File: src/rtl/uart_pkg.sv
// -----------------------------------------------------------------------------
// uart_pkg
// Shared types and constants for the UART transmit path.
//   tx_state_t         : frame sequencer states
//   UART_DEF_DATA_BITS : default payload width per frame
//   UART_DEF_STOP_BITS : default stop-bit count per frame
//   UART_IDLE          : line level while no frame is being sent
// -----------------------------------------------------------------------------
package uart_pkg;

  typedef enum logic [2:0] {
    IDLE   = 3'd0,
    ALIGN  = 3'd1,
    START  = 3'd2,
    DATA   = 3'd3,
    PARITY = 3'd4,
    STOP   = 3'd5
  } tx_state_t;

  localparam int   UART_DEF_DATA_BITS = 8;
  localparam int   UART_DEF_STOP_BITS = 1;
  localparam logic UART_IDLE          = 1'b1;

endpackage

File: src/rtl/uart_tx.sv
// -----------------------------------------------------------------------------
// uart_tx
// Serialises one DATA_BITS-wide word per frame onto the TX line, LSB first,
// framed as start / data / [parity] / STOP_BITS stop bits. Bit timing comes
// from baud_tick, a one-cycle enable produced by the baud divider; it is never
// used as a clock.
//
// Optional feature (build macro UART_TX_PARITY_EN):
//   defined   -> parameter PARITY_ODD is added and a parity bit follows DATA
//   undefined -> no parity state, no parity logic
//
// Ports:
//   clk_in    in   system clock, all logic on posedge
//   rst       in   synchronous active-high reset
//   baud_tick in   one-cycle pulse per bit period
//   tx_data   in   word to send, sampled only on accept
//   tx_valid  in   upstream has a word
//   tx_ready  out  block can accept a word (registered, high only in IDLE)
//   tx        out  serial line, idle high (registered)
//   tx_busy   out  a frame is in progress
//   tx_done   out  one-cycle pulse at the end of the last stop bit
// -----------------------------------------------------------------------------
module uart_tx
  import uart_pkg::*;
#(
  parameter int DATA_BITS = UART_DEF_DATA_BITS,
  parameter int STOP_BITS = UART_DEF_STOP_BITS
`ifdef UART_TX_PARITY_EN
  ,
  parameter bit PARITY_ODD = 1'b0
`endif
) (
  input  logic                 clk_in,
  input  logic                 rst,
  input  logic                 baud_tick,
  input  logic [DATA_BITS-1:0] tx_data,
  input  logic                 tx_valid,
  output logic                 tx_ready,
  output logic                 tx,
  output logic                 tx_busy,
  output logic                 tx_done
);

  localparam int              CW        = $clog2(DATA_BITS);
  localparam logic [CW-1:0]   LAST_BIT  = CW'(DATA_BITS - 1);
  localparam logic            LAST_STOP = 1'(STOP_BITS - 1);

  tx_state_t            state_q;
  logic [DATA_BITS-1:0] shift_q;
  logic [CW-1:0]        bit_cnt_q;
  logic                 stop_cnt_q;
  logic                 tx_q;
  logic                 ready_q;
  logic                 busy_q;
  logic                 done_q;
`ifdef UART_TX_PARITY_EN
  logic                 parity_q;
`endif

  always_ff @(posedge clk_in) begin
    if (rst) begin
      state_q    <= IDLE;
      shift_q    <= '0;
      bit_cnt_q  <= '0;
      stop_cnt_q <= 1'b0;
      tx_q       <= UART_IDLE;
      ready_q    <= 1'b1;
      busy_q     <= 1'b0;
      done_q     <= 1'b0;
`ifdef UART_TX_PARITY_EN
      parity_q   <= 1'b0;
`endif
    end else begin
      done_q <= 1'b0;
      case (state_q)
        IDLE: begin
          tx_q <= UART_IDLE;
          if (tx_valid && ready_q) begin
            shift_q    <= tx_data;
            bit_cnt_q  <= '0;
            stop_cnt_q <= 1'b0;
            ready_q    <= 1'b0;
            busy_q     <= 1'b1;
            state_q    <= ALIGN;
`ifdef UART_TX_PARITY_EN
            // Taken from the accepted word so shifting cannot disturb it.
            parity_q   <= (^tx_data) ^ PARITY_ODD;
`endif
          end else begin
            // ready stays low during the tx_done cycle, so the two never
            // overlap; it rises one cycle after the frame ends.
            ready_q <= 1'b1;
          end
        end

        // Holding the line high until the next tick keeps the start bit a
        // full bit period wide regardless of where accept fell in the period.
        ALIGN: begin
          if (baud_tick) begin
            tx_q    <= 1'b0;
            state_q <= START;
          end
        end

        START: begin
          if (baud_tick) begin
            tx_q      <= shift_q[0];
            bit_cnt_q <= '0;
            state_q   <= DATA;
          end
        end

        DATA: begin
          if (baud_tick) begin
            shift_q <= shift_q >> 1;
            if (bit_cnt_q == LAST_BIT) begin
`ifdef UART_TX_PARITY_EN
              tx_q    <= parity_q;
              state_q <= PARITY;
`else
              tx_q       <= 1'b1;
              stop_cnt_q <= 1'b0;
              state_q    <= STOP;
`endif
            end else begin
              // shift_q[1] is the bit that becomes shift_q[0] after this tick.
              tx_q      <= shift_q[1];
              bit_cnt_q <= bit_cnt_q + 1'b1;
            end
          end
        end

`ifdef UART_TX_PARITY_EN
        PARITY: begin
          if (baud_tick) begin
            tx_q       <= 1'b1;
            stop_cnt_q <= 1'b0;
            state_q    <= STOP;
          end
        end
`endif

        STOP: begin
          if (baud_tick) begin
            if (stop_cnt_q == LAST_STOP) begin
              done_q  <= 1'b1;
              busy_q  <= 1'b0;
              state_q <= IDLE;
            end else begin
              stop_cnt_q <= stop_cnt_q + 1'b1;
            end
          end
        end

        default: begin
          tx_q    <= UART_IDLE;
          ready_q <= 1'b1;
          busy_q  <= 1'b0;
          state_q <= IDLE;
        end
      endcase
    end
  end

  assign tx       = tx_q;
  assign tx_ready = ready_q;
  assign tx_busy  = busy_q;
  assign tx_done  = done_q;

endmodule

File: config.mk
export PLATFORM = sky130hd
export DESIGN_NAME = uart_tx
export DESIGN_NICKNAME = d
export VERILOG_FILES = /design/src/rtl/uart_pkg.sv /design/src/rtl/uart_tx.sv
export SDC_FILE = /design/constraint.sdc
export NUM_CORES = 1
export LEC_CHECK = 0
export BUFFER_PORTS_ARGS = -buffer_cell sky130_fd_sc_hd__buf_2
export CELL_PAD_IN_SITES_DETAIL_PLACEMENT = 1
export CELL_PAD_IN_SITES_GLOBAL_PLACEMENT = 2
export CORE_ASPECT_RATIO = 1.2
export CORE_MARGIN = 2
export CORE_UTILIZATION = 34
export DETAILED_ROUTE_END_ITERATION = 10
export GPL_TIMING_DRIVEN = 0
export HOLD_SLACK_MARGIN = 0.06
export PLACE_DENSITY_LB_ADDON = 0.2
export SLEW_MARGIN = 20
export SYNTH_ARGS = -nofsm -noshare
export SYNTH_HDL_FRONTEND = slang
export SYNTH_SLANG_ARGS = --single-unit
export TNS_END_PERCENT = 20
File: constraint.sdc
create_clock -name clk_in -period 2.1 [get_ports clk_in]
set_clock_uncertainty 0.1 [all_clocks]
set_input_delay 0.105 -clock clk_in [delete_from_list [all_inputs] [get_ports clk_in]]
set_output_delay 0.105 -clock clk_in [all_outputs]
set_load 0.02 [all_outputs]
==> metrics.md, run 1 <==
| Metric | Value |
|---|---|
| Outcome | `complete, no violations` |
| Clock latency at the later pin of the worst-skew pair | `0.31 ns` |
| Post-synthesis sequential area ratio | `36.0%` |
| Critical path required time | `2.21 ns` |
| CTS tree | `built` |
| Ys async rst share | `0%` |
| Core Area | `2810 um2` |
| Synth top area share | `a little over a third` |
| Most frequent cells in the layout | `18 x buf_2, 18 x dfxtp_1, 9 x mux2i_1, 9 x nor2_1` |
| Syn nets | `114` |
| Worst Hold End | `shift_q[3]` |
| Post-synth EDFFs | `0` |
| Fmax | `518 MHz` |
| Total Wirelength | `2.40 mm` |
| Final period util | `91.8%` |
| CTS root buffer | `clkbuf_4` |
| Slew margin rel. | `between 50% and 60%` |
| Final layout net count | `143` |
| CTS resizes | `0` |
| Post-synthesis register bit count | `18` |
| CP Launch Type | `flip-flop` |
| Worst hold path class | `input pin to flip-flop` |
| Global Route Usage Sum | `between 10% and 20%` |
| Actual slew at the worst max-slew pin | `0.647 ns` |
| Die H | `63.5 um` |
| GR Overflow Total | `0` |
| Synth-to-Final Area Change | `23.3%` |
| Avg Inst Size Synth | `between 10 and 15 um2` |
| Share of cells above drive strength 1 | `roughly 34%` |
| Vias in the first global route | `874` |
| Initial antenna violation count | `0` |
| Yosys cell types | `37` |
| DR pass1 iterations | `4` |
| Antenna-violating nets left | `0` |
| Post-Synthesis Cells | `100` |
| Reg clk slew, reported paths | `0.12 ns` |
| Drt drc | `0` |
| Via/cell ratio | `between 5 and 6` |
| Pleak | `approximately 0.54 nW` |
| Top cells by area, synth | `dfxtp_1 36%, a221oi_2 10%, mux2i_1 9.0%` |
| TNS Setup | `0 ns` |
| Worst hold start | `tx_data[3]` |
| WL/cell | `14.8 um` |
| Syn Std Cell Area | `1000 um2` |
| Port bufs | `14` |
| Initial Utilization | `35.6%` |
| I/O pins | `16` |
| Setup-failing EPs final | `0` |
| Max VDD drop | `0.280 mV` |
| Leading area contributor after synthesis | `dfxtp_1` |
| Final Max Tran Viols | `0` |
| PwrDens | `669 nW/um2` |
| Crit path time final | `1.93 ns` |
| Worst EP arrival | `2.04 ns` |
| FF-to-FF Start | `state_q[1]` |
| Largest net degree at the start of global routing | `11` |
| Total CTS buffers | `3` |
| H-Tree Depth | `1` |
| Vias | `about 870` |
| HPWL Detailed | `1.74 mm` |
| Placer Congestion | `0.707` |
| CTS Buffer Depth | `2` |
| # clock sinks | `18` |
| Kind of critical path | `flip-flop to flip-flop` |
| # fillers | `332` |
| Max_cap viols | `0` |
| Tot Pwr | `0.000827 W` |
| Multi-input logic area | `584 um2` |
| Worst Setup End Kind | `flip-flop` |
| RSZ-0062 raised after global routing | `no` |
| Worst reg-to-reg path cell count | `5` |
| Hold path depth | `3` |
| Final hold vios | `0` |
| Initial DRC count | `6` |
| First-pass GRT wire length | `4.06 mm` |
| Die width | `53.6 um` |
| Max Fanout on Critical Path | `10` |
| Register Area | `360 um2` |
| Antenna fix cells | `0` |
| Worst r2r dst | `shift_q[7]` |
| Std-Cell Rows | `21` |
| Synth Warn # | `0` |
| Die area | `approximately 3400 um2` |
| R2r setup slk | `about 0.17 ns` |
| Top_reg_cell synth | `dfxtp_1` |
## stage by stage
| step | cells | util, % | hold slack, ns | instance area (um2) | setup slack [ns] |
|---|---|---|---|---|---|
| 2_1_floorplan | 100 | - | 0.122 | 1000 | 0.550 |
| 3_3_place_gp | 148 | 39.7 | 0.254 | 1110 | 0.378 |
| 3_5_place_dp | 148 | 39.7 | 0.269 | 1110 | 0.369 |
| 4_1_cts | 156 | 42.4 | 0.0730 | 1190 | 0.0294 |
| 5_1_grt | 162 | 44.0 | 0.0700 | 1240 | 0.0634 |
| 6_report | 162 | 44.0 | 0.0778 | 1240 | 0.171 |
## worst max-delay path, stage by stage (launching register included)
cell and delay [ns]:
dfxtp_1 0.44, buf_2 0.26, nand3_2 0.12, a21oi_4 0.24, o32ai_1 0.10, dlygate4sd3_1 0.56
## worst max path at each step
stage                 startpoint            to  slack [ns]  cells after the start
global route          state_q[1]    shift_q[7]        0.06                      5
CTS                   state_q[0]    shift_q[7]        0.03                      5
floorplan           bit_cnt_q[0]  bit_cnt_q[0]        0.55                      5
detailed placement  bit_cnt_q[0]  bit_cnt_q[0]        0.37                      5
global placement    bit_cnt_q[0]  bit_cnt_q[0]        0.38                      5
finish                state_q[1]    shift_q[7]        0.17                      5
## cell families after synthesis
| kind of cell | after synthesis | share of synthesized area, % |
|---|---|---|
| muxes | 10 | 10.1 |
| AOI/OAI and AO/OA | 23 | 23.6 |
| buffers and inverters | 10 | 5.74 |
| DFF | 18 | 36.0 |
| and+or+nand+nor | 37 | 22.1 |
| adders and majority gates | 2 | 2.50 |
## power by group
part	internal [W]	total, W	leakage [nW]	switching, W
combinational	0.000100	0.000205	0.370	0.000105
sequential	0.000370	0.000391	0.148	0.0000206
clock	0.000106	0.000231	0.0210	0.000125
total	0.000577	0.000827	0.538	0.000250
## cells in the mapped netlist, types with 2 or more instances
| cell | n |
|---|---|
| nor3_1 | 2 |
| ha_1 | 2 |
| inv_1 | 3 |
| nand2_1 | 7 |
| nor3b_1 | 2 |
| buf_6 | 2 |
| o21ai_0 | 5 |
| buf_2 | 4 |
| nand4_1 | 2 |
| a21oi_1 | 5 |
| nor2_1 | 9 |
| a221oi_2 | 7 |
| mux2i_1 | 9 |
| dfxtp_1 | 18 |
## state kept, by name, indices dropped and copies added, names as in the netlist
name	flops
tx_busy	1
shift_q	8
tx	1
tx_ready	1
tx_done	1
state_q	3
bit_cnt_q	3
## final cells by class
cell class / instances / area share [%]
Buffer: 7 / 3.74
Clock buffer: 4 / 2.94
Inverter: 3 / 0.911
Multi-Input combinational cell: 72 / 47.3
Sequential cell: 18 / 29.1
Tap cell: 34 / 3.44
Timing Repair Buffer: 24 / 12.6
## timing repair
action                                  in CTS  in global routing
setup buffers                                0                  6
hold endpoints to repair                     3                  0
hold buffers                                 4                  0
endpoints found under the setup margin       0                  1
## routing by layer
| metal | track usage, % | vias to the layer above | share of wire, % |
|---|---|---|---|
| li1 | - | 428 | - |
| met1 | 17.9 | 421 | 42 |
| met2 | 29.0 | 12 | 54 |
| met3 | 2.13 | 4 | 2.3 |
| met4 | 8.65 | 0 | 2.0 |
| met5 | 0 | - | 0 |
No activity file was read; power rests on OpenSTA's default activity.
==> run 2, diff against run 1 <==
--- a/config.mk
+++ b/config.mk
@@ -15,6 +15,7 @@
 export GPL_TIMING_DRIVEN = 0
 export HOLD_SLACK_MARGIN = 0.06
 export PLACE_DENSITY_LB_ADDON = 0.2
+export SKIP_CTS_REPAIR_TIMING = 1
 export SLEW_MARGIN = 20
 export SYNTH_ARGS = -nofsm -noshare
 export SYNTH_HDL_FRONTEND = slang
==> constraint.sdc (replaced) <==
create_clock -name clk_in -period 2.2 [get_ports clk_in]
set_clock_uncertainty 0.1 [all_clocks]
set_input_delay 0.11 -clock clk_in [delete_from_list [all_inputs] [get_ports clk_in]]
set_output_delay 0.11 -clock clk_in [all_outputs]
set_load 0.02 [all_outputs]
==> run 2 against run 1 <==
Compared with the run above: power decreased by 8.1%; sequential power decreased by 5%; sequential share of layout area increased by 1.4 points; setup slack got worse by 0.019 ns; sequential cell count unchanged; core utilization decreased by 2.0 points; first-iteration DRC count decreased by 67%; critical path depth unchanged; design area decreased by 4.5%; critical endpoint unchanged; largest power group unchanged.
==> metrics.md, run 2 (synthesis gave the netlist of run 1 again) <==
| Metric | Value |
|---|---|
| Outcome | `complete, no violations` |
| Crit path time final | `2.05 ns (+0.119 ns)` |
| # clock sinks | `18 (unchanged)` |
| Number of flip-flops in the largest register | `8 (unchanged)` |
| Total CTS buffers | `3 (unchanged)` |
| Slew margin rel. | `56.2% (-0.68 points)` |
| RSZ-0062 raised after global routing | `no` |
| Antenna fix cells | `0 (unchanged)` |
| Die H | `63.5 um (unchanged)` |
| Biggest regs | `shift_q: 8 flops, bit_cnt_q: 3 flops, state_q: 3 flops` |
| Initial antenna violation count | `0 (unchanged)` |
| Global Route Usage Sum | `15.9% (-0.47 points)` |
| Max Fanout on Critical Path | `10 (unchanged)` |
| Final hold vios | `0 (unchanged)` |
| Via/cell ratio | `5.39 (+1.0%)` |
| Std-Cell Rows | `21 (unchanged)` |
| Max VDD drop | `0.267 mV (-4.6%)` |
| Synth-to-Final Area Change | `17.9%` |
| Worst setup startpoint | `state_q[1]` |
| Reg clk slew, reported paths | `0.11 ns (about the same)` |
| PwrDens | `643 nW/um2 (-3.8%)` |
| Clock latency at the later pin of the worst-skew pair | `0.30 ns (about the same)` |
| Vias | `836 (-3.4%)` |
| TNS Setup | `0 ns (unchanged)` |
| Largest net degree at the start of global routing | `11 (unchanged)` |
| Port bufs | `14 (unchanged)` |
| CP max stage delay | `0.57 ns (about the same)` |
| Pleak | `0.504 nW (-6.4%)` |
| Setup-failing EPs final | `0 (unchanged)` |
| Vias in the first global route | `848 (-3.0%)` |
| CP Launch Type | `flip-flop` |
| Max_cap viols | `0 (unchanged)` |
| Fmax | `488 MHz (-5.8%)` |
| Worst reg-to-reg path cell count | `5 (unchanged)` |
| Actual slew at the worst max-slew pin | `0.657 ns (+0.0102 ns)` |
| DR pass1 iterations | `4 (unchanged)` |
| FF-to-FF Start | `state_q[1]` |
| Most frequent cells in the layout | `18 x buf_2, 18 x dfxtp_1, 9 x mux2i_1, 9 x nor2_1` |
| Metal3 WL | `53 um (-3.6%)` |
| Core Area | `2810 um2 (unchanged)` |
| Critical Path Sink | `shift_q[7]` |
| Worst r2r dst | `shift_q[7]` |
| Top sig layer | `met4` |
| Worst hold path class | `input pin to flip-flop` |
| Met1 wire length | `997 um (-0.50%)` |
| Total Wirelength | `2.35 mm (-1.8%)` |
| HPWL Detailed | `1.74 mm (unchanged)` |
| Die area | `3400 um2 (unchanged)` |
| I/O pins | `16 (unchanged)` |
| CTS tree | `built` |
| H-Tree Depth | `1 (unchanged)` |
| CTS Buffer Depth | `2 (unchanged)` |
| Share of cells above drive strength 1 | `31.4% (-3.0 points)` |
| Most flops, register | `shift_q` |
| Placer Congestion | `0.707 (unchanged)` |
| CTS root buffer | `clkbuf_4` |
| Final layout net count | `136 (-4.9%)` |
| DP Area | `1110 um2 (unchanged)` |
| Initial Utilization | `35.6% (unchanged)` |
| Final period util | `93.1% (+1.3 points)` |
| Drt drc | `0 (unchanged)` |
| First-pass GRT wire length | `3.94 mm (-2.9%)` |
| WL/cell | `15.2 um (+2.6%)` |
| Critical path required time | `2.30 ns (+0.09 ns)` |
| Initial DRC count | `2 (-4)` |
| Crit-path cells | `buf_2, nand3_2, a21oi_4, o32ai_1, dlygate4sd3_1` |
| Die width | `53.6 um (unchanged)` |
| Fin area | `1180 um2 (-4.5%)` |
| Worst EP arrival | `2.15 ns (+0.11 ns)` |
| Post-layout util | `42.0% (-2.0 points)` |
| Metal2 WL | `1.26 mm (-2.6%)` |
| Tot Pwr | `0.000760 W (-8.1%)` |
| Kind of critical path | `flip-flop to flip-flop` |
| GR Overflow Total | `0 (unchanged)` |
| Worst Setup End Kind | `flip-flop` |
| Slowest-stage cell, CP | `dlygate4sd3_1` |
| R2r setup slk | `0.15 ns (-0.02 ns)` |
| Final Max Tran Viols | `0 (unchanged)` |
| Antenna-violating nets left | `0 (unchanged)` |
run 2: cell count changes in the layout (fill, tap and decap cells not counted), sizes merged:
cell | previous run | this run
buf | 26 | 20
dlygate4sd3 | 4 | 3
run 2: per-stage QoR:
step                setup WS (ns)  hold slack, ns  instances
global route              0.00351          0.0820        155
CTS                         0.453         -0.0613        152
floorplan                   0.650           0.127        100
finish                      0.152          0.0491        155
detailed placement          0.469           0.274        148
global placement            0.478           0.259        148
run 2: worst min path at each step:
stage	startpoint	endpoint	slack, ns	cells after the start
detailed placement	tx_data[7]	shift_q[7]	0.27	3
floorplan	rst	shift_q[7]	0.13	1
global route	rst	tx	0.08	3
global placement	tx_data[7]	shift_q[7]	0.26	3
finish	rst	tx	0.05	3
CTS	tx_data[7]	shift_q[7]	-0.06	3
run 2: cell type report:
type,count,area (um2)
inverters,3,11.3
clock buffers,4,36.3
repair buffers,17,100
flip-flops and latches,18,360
plain buffers,7,46.3
well taps,34,42.5
multi-input cells,72,584
fillers,330,1630
run 2: where the power goes:
group          internal (W)  leakage [nW]  switching, W
clock              0.000101        0.0210      0.000115
sequential         0.000354         0.148     0.0000197
combinational     0.0000759         0.335     0.0000951
run 2: critical path: cells and delay by family, from the launching register on:
family	cells	cell delay [ns]
AND/OR/NAND/NOR	1	0.12
AO/OA/AOI/OAI	2	0.47
buffers and inverters	2	0.83
flip-flops	1	0.43
run 2: layer usage:
metal,track usage (%),vias to the layer above
met5,0,-
met4,8.65,0
met3,2.13,4
met2,27.5,10
met1,17.9,411
li1,-,411
